$ cat config.mk
export PLATFORM = sky130hd
export DESIGN_NAME = divisor_frecuencia
export DESIGN_NICKNAME = d
export VERILOG_FILES = /design/src/rtl/clk_div_pkg.sv /design/src/rtl/divisor_frecuencia.sv
export SDC_FILE = /design/constraint.sdc
export NUM_CORES = 1
export LEC_CHECK = 0
export ABC_AREA = 1
export ABC_CLOCK_PERIOD_IN_PS = 2100
export BUFFER_PORTS_ARGS = -buffer_cell sky130_fd_sc_hd__buf_4
export CAP_MARGIN = 25
export CORE_MARGIN = 4
export CORE_UTILIZATION = 60
export CTS_BUF_LIST = sky130_fd_sc_hd__clkbuf_4 sky130_fd_sc_hd__clkbuf_8 sky130_fd_sc_hd__clkbuf_16
export CTS_CLUSTER_DIAMETER = 200
export DETAILED_ROUTE_END_ITERATION = 10
export PLACE_DENSITY_LB_ADDON = 0.08
export REMOVE_ABC_BUFFERS = 1
export SYNTH_ARGS = -nofsm -noshare
export SYNTH_HDL_FRONTEND = slang
export SYNTH_SLANG_ARGS = --single-unit
$ cat constraint.sdc
create_clock -name clk -period 2.1 [get_ports clk]
set_clock_uncertainty 0.2 [all_clocks]
set_input_delay 0.21 -clock clk [delete_from_list [all_inputs] [get_ports clk]]
set_output_delay 0.21 -clock clk [all_outputs]
set_load 0.02 [all_outputs]
$ cat src/rtl/clk_div_pkg.sv
// Shared constants and helpers for the clock divider.
package clk_div_pkg;

  // System clock and default slow-clock target (100 MHz -> 1 kHz).
  localparam int unsigned SysClkHz       = 100_000_000;
  localparam int unsigned OutClkHz       = 1_000;
  localparam int unsigned DefaultDivisor = SysClkHz / OutClkHz;

  // Counter width for a given ratio; never narrower than one bit.
  function automatic int unsigned cnt_width(input int unsigned divisor);
    return (divisor < 2) ? 1 : $clog2(divisor);
  endfunction

endpackage

$ cat src/rtl/divisor_frecuencia.sv
// Integer clock divider: 50% duty slow clock for even and odd ratios, plus a
// one-cycle tick in the clk domain at every slow-clock period boundary.
module divisor_frecuencia
  import clk_div_pkg::*;
#(
  parameter int unsigned DIVISOR = DefaultDivisor
) (
  input  logic clk,
  input  logic rst_n,
  output logic clk_out,
  output logic tick
);

  // Derived from DIVISOR; kept local so it cannot be overridden.
  localparam int unsigned      CNT_W   = cnt_width(DIVISOR);
  localparam logic [CNT_W-1:0] MaxCnt  = CNT_W'(DIVISOR - 1);
  // (N+1)/2 equals N/2 for even N, so one threshold serves both cases.
  localparam logic [CNT_W-1:0] HighThr = CNT_W'((DIVISOR + 1) / 2);

  logic [CNT_W-1:0] cnt_q, cnt_d;
  logic             q_q, q_d;
  logic             tick_q, tick_d;

  // Next-state: wrapping counter, registered high-phase decode and tick.
  always_comb begin
    cnt_d  = (cnt_q == MaxCnt) ? '0 : cnt_q + 1'b1;
    q_d    = (cnt_d >= HighThr);
    tick_d = (cnt_d == MaxCnt);
  end

  // Rising-edge state; reset clears everything asynchronously.
  always_ff @(posedge clk or negedge rst_n) begin
    if (!rst_n) begin
      cnt_q  <= '0;
      q_q    <= 1'b0;
      tick_q <= 1'b0;
    end else begin
      cnt_q  <= cnt_d;
      q_q    <= q_d;
      tick_q <= tick_d;
    end
  end

  assign tick = tick_q;

  if (DIVISOR < 2) begin : g_bad_divisor
    $error("divisor_frecuencia: DIVISOR must be >= 2");
  end

  if (DIVISOR % 2 == 0) begin : g_even
    assign clk_out = q_q;
  end else begin : g_odd
    logic qn_q, qn_d;

    // Half-cycle delayed copy of q stretches the high phase by half a clk.
    always_comb begin
      qn_d = q_q;
    end

    // Falling-edge stage for odd-ratio duty correction.
    always_ff @(negedge clk or negedge rst_n) begin
      if (!rst_n) begin
        qn_q <= 1'b0;
      end else begin
        qn_q <= qn_d;
      end
    end

    // Both inputs are registers whose edges are half a cycle apart.
    assign clk_out = q_q | qn_q;
  end

endmodule

### After elaboration in Yosys (flattened, before gate mapping)

Cells that the tools add are included.

| operators by class | value |
|---|---|
| $add $sub $neg | 1 |
| order comparisons | 1 |
| equal/unequal tests | 2 |
| muxes and demuxes | 1 |

Operators with widths:

| operator | count |
|---|---|
| $eq 17x17->1 const B | 2 |
| $add 17x1->17 const B | 1 |
| $ge 17x16->1 const B | 1 |
| $mux 17 | 1 |

| word-level totals | value |
|---|---|
| register bits | 19 |
| bits of input ports | 2 |
| output and inout bits | 2 |

### Longest topological paths before layout

| depth | value |
|---|---|
| word-level depth | 3 |
| mapped depth | 12 |
| mapped depth without buffers | 12 |

### Worst setup path after synthesis

No wires, ideal clock.

| timing path | value |
|---|---|
| path type | reg2reg |
| start | reg cnt_q[0] |
| end | reg q_q, in the netlist clk_out |
| setup time | 0.119 ns |
| data arrival time | 1.416 ns |
| data required time | 1.781 ns |
| setup slack | 0.366 ns |
| cell stages (with the launch flop) | 11 |
| path buffers | 0 |
| clock period less this slack | 1.734 ns |
| cells stage by stage | dfrtp_1 -> ha_1 -> nand2_2 -> nor2_4 -> nand2_2 -> nor2_2 -> nand3_1 -> nand3_1 -> nand2_1 -> o21ai_1 -> nand2_1 |

| between the ends | value |
|---|---|
| longest elaborated chain between the ends | 3 |

Ends and longest elaborated chain:

| what | RTL line | text |
|---|---|---|
| start, declared | divisor_frecuencia.sv:20 | `logic [CNT_W-1:0] cnt_q, cnt_d;` |
| start signal, assigned | divisor_frecuencia.sv:38 | `cnt_q <= cnt_d;` |
| $add 17x1->17 / $eq 17x17->1 (equally long branches) | divisor_frecuencia.sv:26 | `cnt_d = (cnt_q == MaxCnt) ? '0 : cnt_q + 1'b1;` |
| $mux 17 * | divisor_frecuencia.sv:26 |  |
| $ge 17x16->1 * | divisor_frecuencia.sv:27 | `q_d = (cnt_d >= HighThr);` |
| net q_d | divisor_frecuencia.sv:21 | `logic q_q, q_d;` |
| end signal, assigned | divisor_frecuencia.sv:39 | `q_q <= q_d;` |
| end, declared | divisor_frecuencia.sv:21 |  |

Mark *: on every way through the listed nets, which the timed path passes. The rest lies on a longest branch.

### Worst setup path after layout

| timing path | value |
|---|---|
| start | reg cnt_q[0] |
| end | reg q_q, in the netlist clk_out |

| between the ends | value |
|---|---|
| longest elaborated chain between the ends | 3 |

Ends and longest elaborated chain:

| what | RTL line |
|---|---|
| $add 17x1->17 / $eq 17x17->1 (equally long branches) | divisor_frecuencia.sv:26 |
| $mux 17 * | divisor_frecuencia.sv:26 |
| net cnt_d[14] | divisor_frecuencia.sv:20 |
| $ge 17x16->1 * | divisor_frecuencia.sv:27 |
| net q_d | divisor_frecuencia.sv:21 |

Marked as above.

==> key figures <==
Logic synthesis
  • Top cells by area, synth: dfrtp_1, nand2_1, nor2_1
  • Syn_area_per_cell: 6.87 sq um
  • Top cells by count, synth: nand2_1, nor2_1, inv_1
  • Distinct cells, synth: 20
  • Post-synthesis cell count: ~180
  • Asr flop ratio synth: 100%
  • EDFF count, synth: 0
  • Largest area contributor in the netlist: dfrtp_1
  • Sequential cell area fraction in the yosys report: 39.3%
  • Ys Warns: 0
  • Register bit count reported by yosys: 19
  • Top-area cell type share of the netlist area: 39.3%
  • Predominant post-synthesis flop cell: dfrtp_1
  • Syn Std Cell Area: 1210 sq um
  • Cell with the most instances after synthesis: nand2_1

Cells and area
  • # diodes: 0
  • Final #Nets: 190
  • Core Util, Final: about three quarters
  • Layout fillers: approximately 160
  • Proportion of layout cells with a drive suffix above 1: 14.5%
  • Layout Cells excl Fill: 211
  • Area grow syn2layout: 10.7%

Job
  • Max Cap Viol: 0

Detailed routing
  • DRC errors left: 0
  • Via Count: roughly 1100
  • Via-to-Cell Ratio: 5.20
  • 1st-iter DRT viols: 40
  • DRT Pass-1 Iters: 4
  • Average wire per standard cell: 12.9 microns
  • Antenna violation net count after detailed routing: 0
  • Final WL: about 2700 microns

GRT
  • Largest net degree at the start of global routing: 20
  • Initial antenna violation count: 0
  • Total gr overflow: 0
  • Vias in the first global route: 1082
  • GRT Total Usage: 23.9%
  • Global-route wire length before repair: 4860 microns

Clock tree
  • Clock Latency Late Sink: roughly 0.30 ns
  • Sinks on Clock Net: 19
  • Depth of the CTS H-tree: 1
  • CTS root buf: clkbuf_4
  • Number of CTS-inserted buffers: 3
  • CTS clk-pin slew, worst paths: 0.11 ns
  • Max clock buf depth: 2
  • CTS tree: done

Timing
  • Min Tclk post-route: 1.93 ns
  • Slew headroom: around four fifths
  • Period utilization: 91.9%
  • Count of final setup violators: 0
  • Worst slew pin tran: 0.315 ns
  • Final Hold Viols: 0
  • Max-slew violation count: 0
  • Fmax: 0.518 GHz

Outcome
  • Run status: finished, final reports clean

Power
  • P_leak: 0.000714 uW
  • P per Cell Area: about 420 nW/um^2
  • Max IR drop VDD: between 0.4 and 0.5 mV

Floorplan
  • # IOs: 4
  • Die Ht: 52.9 microns
  • Row cnt: 15
  • Core region area: approximately 1800 sq um
  • Starting Density: 66.4%
  • Die width: around 53 microns
  • Die Area: 2800 sq um

Critical path
  • Crit Path Class: reg -> reg
  • Crit start category: register
  • WP data required: 2.10 ns
  • Crit path DAT: 1.93 ns
  • Critical Path Sink Type: register
  • Worst-path fanout max: 5

Placed design
  • GPL Wtd Cong: 0.957
  • Placed instance count: 204
  • Port Buf Inserts: 3
  • DPL Wire Length: 2140 microns

Hold path
  • Hold Path Class: in -> async
## registers in the layout (all words and copies together) (netlist names)
signal and flops:
clk_out 1, cnt_q 17, tick 1
## metrics by stage
step / total power, uW / setup WS [ns] / hold slack (ns) / TNS, ns / cell area [sq um]
after floorplan: 373 / 0.366 / -0.286 / 0 / 1210
after global placement: 381 / 0.225 / -0.104 / 0 / 1260
after detailed placement: 381 / 0.155 / -0.102 / 0 / 1260
after CTS: 564 / 0.127 / 0.114 / 0 / 1300
after global routing: 585 / -0.00594 / 0.125 / -0.00594 / 1340
final: 562 / 0.171 / 0.108 / 0 / 1340
## cell usage in the layout (no fill, tap or decap), types with 4 or more instances in the layout
cell type | Yosys | layout
nand4_1 | 5 | 5
nand2_1 | 43 | 42
nand3_1 | 13 | 12
nand2_2 | 4 | 4
inv_1 | 28 | 28
xor2_1 | 6 | 6
nor2_2 | 5 | 5
dfrtp_1 | 19 | 19
nor2_1 | 36 | 35
buf_4 | 0 | 5
## final timing paths
path | start | to | cells after the start | slack, ns
setup / recovery | cnt_q[0] | clk_out | 10 | 0.17
hold / removal | rst_n | cnt_q[10] | 2 | 0.11
setup reg to reg | cnt_q[0] | clk_out | 10 | 0.17
hold reg to reg | cnt_q[0] | cnt_q[0] | 1 | 0.32
max in group asynchronous | rst_n | clk_out | 2 | 1.39
min in group clk | cnt_q[0] | cnt_q[0] | 1 | 0.32
## worst max-delay path, stage by stage, from the launching register on
cell and delay (ns):
dfrtp_1 0.42, ha_2 0.21, nand2_2 0.10, nor2_4 0.13, nand2_2 0.09, nor3_1 0.26
nor2_2 0.10, nand3_2 0.10, nand2_1 0.06, o21ai_1 0.08, nand2_1 0.06
## layer usage
layer	vias up	share of wire, %	track usage (%)
met5	-	0	0
met4	0	0.85	6.81
met3	4	5.1	4.79
met2	30	46	36.2
met1	505	48	34.5
li1	559	-	-
## logic make-up after synthesis
family                   after synthesis  synth area share (%)
AND/OR/NAND/NOR                      114                  42.8
buffers and inverters                 30                  9.32
XOR/XNOR                               7                  5.07
flip-flops                            19                  39.3
AO/OA/AOI/OAI                          5                  2.48
adder cells (fa/ha/maj)                1                  1.04
## report_power, final
group / switching (uW) / leakage, uW / internal [uW]
Clock: 116 / 0.0000177 / 70.9
Sequential: 0 / 0.000251 / 366
Combinational: 7.04 / 0.000445 / 2.48
Total: 123 / 0.000714 / 439
## final cells by class
class                   count  area (sq um)  share of cell area, %
repair buffers              6          47.5                   3.55
clock inverters             1          5.00                  0.374
flip-flops and latches     19           475                   35.5
multi-input cells         127           643                   48.1
well taps                  25          31.3                   2.34
inverters                  30           113                   8.42
clock buffers               3          22.5                   1.68
## what timing repair did
item	4_1_cts	5_1_grt
hold buffers	1	0
buffers inserted	0	2
endpoints found under the hold margin	19	0
endpoints found under the setup margin	0	1
resized for setup	0	6
Power figures use the tool's default switching activity.
